$ cat src/rtl/aes_wddl_out_collect.sv
// Dual-rail (WDDL) to single-rail receiver: checks each byte for rail complementarity and
// precharge spacing, assembles NBYTES bytes into one block, and hands it off over valid/ready.
module aes_wddl_out_collect #(
  parameter int unsigned NBYTES       = 16,
  parameter bit          CHECK_SPACER = 1'b1,
  localparam int unsigned CW          = $clog2(NBYTES + 1)
) (
  input  logic                  clk,
  input  logic                  rst,
  input  logic                  in_valid,
  input  logic [7:0]            in_p,
  input  logic [7:0]            in_n,
  output logic                  in_ready,
  input  logic                  err_clr,
  output logic                  out_valid,
  input  logic                  out_ready,
  output logic [8*NBYTES-1:0]   out_data,
  output logic [CW-1:0]         byte_cnt,
  output logic                  err_rail,
  output logic                  err_spacer
);

  typedef enum logic {COLLECT, HOLD} state_t;

  state_t              state_q, state_d;
  logic [8*NBYTES-1:0] data_q, data_d;
  logic [CW-1:0]       cnt_q, cnt_d;
  logic                armed_q, armed_d;
  logic                err_rail_q, err_rail_d;
  logic                err_spacer_q, err_spacer_d;

  logic is_cw, is_sp, beat, armed, accept, drop_sp, drop_rail;

  assign is_cw     = (in_p == ~in_n);
  assign is_sp     = (in_p == 8'h00) && (in_n == 8'h00);
  assign in_ready  = (state_q == COLLECT);
  assign out_valid = (state_q == HOLD);
  assign beat      = in_valid & in_ready;
  assign armed     = CHECK_SPACER ? armed_q : 1'b1;
  assign accept    = beat & is_cw & armed;
  assign drop_sp   = beat & is_cw & ~armed;
  assign drop_rail = beat & ~is_cw;

  always_comb begin
    state_d      = state_q;
    data_d       = data_q;
    cnt_d        = cnt_q;
    armed_d      = armed_q;
    // A new error on the same edge as err_clr keeps the flag set.
    err_rail_d   = (err_rail_q & ~err_clr) | drop_rail;
    err_spacer_d = (err_spacer_q & ~err_clr) | drop_sp;

    if (is_sp) begin
      armed_d = 1'b1;
    end else if (beat) begin
      armed_d = 1'b0;
    end

    case (state_q)
      COLLECT: begin
        if (accept) begin
          for (int unsigned i = 0; i < NBYTES; i++) begin
            if (cnt_q == CW'(i)) begin
              data_d[8*(NBYTES-1-i) +: 8] = in_p;
            end
          end
          cnt_d = cnt_q + CW'(1);
          if (cnt_q == CW'(NBYTES - 1)) begin
            state_d = HOLD;
          end
        end
      end
      HOLD: begin
        if (out_ready) begin
          state_d = COLLECT;
          cnt_d   = '0;
        end
      end
      default: state_d = COLLECT;
    endcase
  end

  always_ff @(posedge clk or negedge rst) begin
    if (!rst) begin
      state_q      <= COLLECT;
      data_q       <= '0;
      cnt_q        <= '0;
      armed_q      <= 1'b1;
      err_rail_q   <= 1'b0;
      err_spacer_q <= 1'b0;
    end else begin
      state_q      <= state_d;
      data_q       <= data_d;
      cnt_q        <= cnt_d;
      armed_q      <= armed_d;
      err_rail_q   <= err_rail_d;
      err_spacer_q <= err_spacer_d;
    end
  end

  assign out_data   = data_q;
  assign byte_cnt   = cnt_q;
  assign err_rail   = err_rail_q;
  assign err_spacer = err_spacer_q;

endmodule

$ cat config.mk
export PLATFORM = sky130hd
export DESIGN_NAME = aes_wddl_out_collect
export DESIGN_NICKNAME = d
export VERILOG_FILES = /design/src/rtl/aes_wddl_out_collect.sv
export SDC_FILE = /design/constraint.sdc
export NUM_CORES = 1
export LEC_CHECK = 0
export BUFFER_PORTS_ARGS = -buffer_cell sky130_fd_sc_hd__buf_2
export CAP_MARGIN = 20
export CORE_MARGIN = 3
export CORE_UTILIZATION = 45
export CTS_CLUSTER_DIAMETER = 100
export DETAILED_ROUTE_END_ITERATION = 8
export HOLD_SLACK_MARGIN = 0.05
export PLACE_DENSITY = 0.74
export SLEW_MARGIN = 40
export SYNTH_ARGS = -nofsm -noshare
export SYNTH_HDL_FRONTEND = slang
export SYNTH_SLANG_ARGS = --single-unit
$ cat constraint.sdc
create_clock -name clk -period 5.05 [get_ports clk]
set_clock_uncertainty 0.15 [all_clocks]
set_input_delay 0.7575 -clock clk [delete_from_list [all_inputs] [get_ports clk]]
set_output_delay 0.7575 -clock clk [all_outputs]
set_load 0.005 [all_outputs]
======== Yosys cells after proc, flatten, opt, wreduce, memory -nomap -nowiden ========
Index checks and enable logic that the tools add are counted.
word-level totals
  register bits after elaboration ......... 137
  output and inout port bits .............. 137
  word-level logic and storage cells ...... 85
  input port bits ......................... 21
operators by class
  mux-type cells .......................... 9
  reduce and logical (&&, ||, !) cells .... 22
  equality and inequality tests ........... 18
  $add $sub $neg .......................... 1
  bitwise logic cells ..................... 14
operators by type and width
  operator                                        count
  AND reduction 3 bit                             16
  == test 5 x 4 -> 1 bit (second input constant)  8
  == test 5 x 3 -> 1 bit (second input constant)  4
  zero test 8 bit                                 2
  == test 5 x 2 -> 1 bit (second input constant)  2
  two-way mux 5 bit                               2
  one-hot mux 5 bit (2 select lines)              1
  == test 8 bit                                   1
  inverter 8 bit                                  1
  bitwise AND 1 bit                               7
  adder 5 x 1 -> 5 bit (second input constant)    1
  == test 5 x 1 -> 1 bit (second input constant)  1
  zero test 5 bit                                 1
  two-way mux 1 bit                               5
  inverter 1 bit                                  4
  != test 2 x 1 -> 1 bit (second input constant)  1
  != test 2 bit (second input constant)           1
  bitwise OR 1 bit                                2
  one-hot mux 1 bit (2 select lines)              1
  AND reduction 2 bit                             1
  nonzero test 2 bit                              1
  logical AND 1 bit                               1

======== Logic depth before layout (Yosys ltp) ========
  word-level depth ........................ 6
  gate-level depth with buffers ........... 7
  depth with buffers taken out ............ 6

======== Worst setup path before layout ========
OpenSTA, ideal clock, no wires.
  path kind ............................... input port to flip-flop
  start ................................... input in_p[1]
  end ..................................... register data_q[25] (netlist: out_data[25])
  data required time ...................... 4.775 ns
  buffers on the path ..................... 3
  stages .................................. 7
  setup time .............................. 0.125 ns
  setup slack ............................. 2.574 ns
  arrival time ............................ 2.201 ns
  cell sequence ........................... buf_4 xnor2_1 nor4_2 buf_4 buf_12 nand4_4 mux2_4
between the ends
  cells in the longest elaborated chain, start to end .. 4
RTL lines
  element                          RTL line  source
  start: declaration               11        input logic [7:0] in_p,
  == test 8 bit                    34        assign is_cw = (in_p == ~in_n);
  bitwise AND 1 bit (2 in series)  40        assign accept = beat & is_cw & armed;
  AND reduction 3 bit (no line)    --
  end signal: assignment           93        data_q <= data_d;
  end: declaration                 26        logic [8*NBYTES-1:0] data_q, data_d;
Several ways; a longest one is shown, not always the timed one.
A chain may end at the register's enable or synchronous reset.

======== Worst setup path after layout ========
  start ................................... input in_p[1]
  end ..................................... register cnt_q[1] (netlist: byte_cnt[1])
between the ends
  cells in the longest elaborated chain, start to end .. 5
RTL lines
  element                           RTL line  source
  == test 8 bit                     34
  bitwise AND 1 bit (2 in series)   40
  != test 2 x 1 -> 1 bit (no line)  --
  AND reduction 2 bit (no line)     --
  end signal: assignment            94        cnt_q <= cnt_d;
  end: declaration                  27        logic [CW-1:0] cnt_q, cnt_d;
No other way between the ends.

==> impl_results.md <==
* Status: completed
* CTS Buf Count at 17
* Share of layout cells above drive strength 1 at 0.636
* Met3 Routed Length at 751 um
* Crit path time final at 2910 ps
* Total negative slack at 0 ps
* Maximum VDD drop at 0.218 mV
* Slew HR at 0.548
* RR Endpoint: out_data[83]
* Post-Synth Adder-Cell Area at 0.0109
* Register area share after synthesis at 0.595
* CTS H-tree lvls at 4
* Most common cell in the synthesized netlist: dfrtp_1
* Die height at 119 um
* Max cap viols at 0
* Synthesized-area fraction occupied by xor and xnor cells at 0.0137
* WL met1 at slightly below 6000 um
* Async SR Flop Fraction at 1.00
* Final Net Count at around 550
* Mapped Avg Cell Area at approximately 16 sq um
* Site Rows at 40
* Tcrit/Tclk final at 0.576
* Slack of the critical path at approximately 2100 ps
* Drt pass-1 iters at 5
* Final hold viol count at 0
* Routed Antenna Nets at 0
* Grt ovf at 0
* Final WL at 14,400 um
* Starting Density at 0.470
* Crit path top cell by count: buf_4
* DP HPWL at ~9900 um
* Initial antenna violation count at 0
* Place WS at approximately 1600 ps
* Clock latency on the worst-skew pair at 420 ps
* TritonCTS clock tree: yes
* Cts hold-fix bufs at 0
* GRT Total Usage at 0.215
* Post-synth EDFFs at 0
* Final core occ at 0.597
* Max Slew Vio Count at 0
* Worst path max stage delay at roughly 580 ps
* Postcts setup bufs at 0
* Slowest-stage cell, CP: nor4_4
* Synth top area cells: dfrtp_1 (59%), mux2_2 (23%), nand4_4 (2.6%)
* Main combinational cell family by area after synthesis: multiplexers
* Yosys reg bits at 137
* Area leader, netlist: dfrtp_1
* Worst Setup Path Type: input port to flop
* Chip width at roughly 120 um
* Die Area at roughly 14,000 sq um
* Simple-Gate Fraction of Synth Area at 0.0820
* Compound-Gate Fraction of Synth Area at 0.00456
* Flop-to-flop setup slack at ~2700 ps
* Synth Net Count at 392
* Crit start category: input port
* Vias in the first global route at approximately 4,000
* RePlAce Congestion at roughly 0.79
* Crit-path cells: buf_2 -> xnor2_1 -> nor4_4 -> buf_4 -> buf_4 -> nand4_1 -> mux2_2
* Endpoint required time on the critical path at around 5200 ps
* Max frequency at approximately 0.34 GHz
* Syn Std Cell Area at 5760 sq um
* Worst-path fanout max at 18
* Worst Tran Pin Value at a little under 700 ps
* Mux contribution to synthesized area at 0.264
* Core Box Area at between 10,000 and 15,000 sq um
* Fin area at between 7000 and 8000 sq um
* DR WL/cell at roughly 20 um
* Ys flop type: dfrtp_1
* Reg-to-Reg Start: out_valid
* CP Capture Type: flop
* CTS sink count at between 100 and 150
* Crit path DAT at 3060 ps
* Power Dens Cells at 339 nW/um^2
* Synth cell count leaders: dfrtp_1 (136), mux2_2 (120), clkbuf_1 (12)
* HP Class: input port to async pin
* Setup violators final at 0
* Diodes inserted at 0
* Area grow syn2layout at 27.0%
* Setup crit end: byte_cnt[1]
* Syn Inst Count at 366
* Buffers on Ports at about 160
* Leak at 0.00427 uW
* Largest net degree at the start of global routing at 111
* CTS max path bufs at 2
* RSZ-0062 raised after global routing: no
* Num ports at 158
* R2R depth at 4
* Cell variety after synth at 35
* Uppermost layer routed: met4
* Via density per instance at between 5 and 6
* Synth top area share at 0.590
* Clk slew on worst S/H paths at ~60 ps
* First-pass GRT wire length at 23,100 um
* Met2 routed WL at around 7400 um
* Synth warnings at 0
* Vias post-DR at roughly 3,700
* Initial drt markers at roughly 140
* Area after DPL at roughly 6700 sq um
* Crit path from: in_p[1]
* Cts repair resizes at 0
* Root Driver: clkbuf_16
* DRC Markers at 0
==> flip-flops by register name, summed over array words and instances, names as in the netlist <==
register    count
byte_cnt        5
err_spacer      1
err_rail        1
out_data      128
out_valid       1
armed           1
==> where the power goes <==
part           switching, uW  internal [uW]
combinational           67.5           22.8
clock                    447            841
sequential              1.76           1100
total                    516           1960
==> how the worst min path moves through the flow <==
stage,from,to,slack [ps],depth (start not counted)
finish,rst,out_data[80],90,1
global route,rst,out_data[80],100,1
CTS,rst,out_data[72],280,1
detailed placement,err_spacer,err_spacer,320,2
global placement,err_spacer,err_spacer,320,2
floorplan,rst,byte_cnt[0],310,0
==> per-layer routing <==
| metal | up-vias | GRT usage |
|---|---|---|
| met2 | 108 | 0.350 |
| met4 | 0 | 0.0963 |
| met1 | 1919 | 0.263 |
| met3 | 31 | 0.0679 |
| li1 | 1629 | - |
| met5 | - | 0 |
==> stage by stage <==
step           hold WS [ps]  cells  power (uW)
2_1_floorplan           312    366        1160
3_3_place_gp            318    669        1210
3_5_place_dp            321    669        1210
4_1_cts                 278    701        2490
5_1_grt                96.5    704        2560
6_report               85.8    704        2480
==> kinds of logic (layout without fill, tap and decap cells) <==
group	after synthesis	in the layout
AOI/OAI and AO/OA	4	4
and+or+nand+nor	48	48
buffers and inverters	30	200
adders and majority gates	5	5
xor gates and xnor gates	9	9
muxes	133	133
DFF	137	137
==> placed cells by master, fill, tap and decap left out, drive strengths merged <==
| cell | instances |
|---|---|
| nand2 | 9 |
| and3 | 8 |
| nor2b | 1 |
| dfrtp | 136 |
| nor4 | 6 |
| o31ai | 1 |
| xor2 | 1 |
| clkbuf | 26 |
| nor3 | 1 |
| nand2b | 1 |
| inv | 5 |
| bufinv | 3 |
| dfstp | 1 |
| clkinv | 1 |
| nor3b | 2 |
| buf | 163 |
| mux2i | 4 |
| clkinvlp | 2 |
| nand3 | 3 |
| mux2 | 129 |
| a21oi | 1 |
| ha | 5 |
| o21ai | 1 |
| nand4 | 17 |
| xnor2 | 8 |
| a22o | 1 |
==> critical path, delay by kind of cell <==
| kind | cells | cell delay (ps) |
|---|---|---|
| xor gates and xnor gates | 1 | 200 |
| muxes | 1 | 370 |
| and+or+nand+nor | 2 | 860 |
| buffers and inverters | 3 | 870 |
==> final cells by class <==
class                   instances  area, sq um
well taps                     168          210
repair buffers                163          861
inverters                       5         18.8
flip-flops and latches        137         3430
clock inverters                 6          110
multi-input cells             199         2180
clock buffers                  26          509
fillers                       984         4940
No activity file was read; power rests on OpenSTA's default activity.
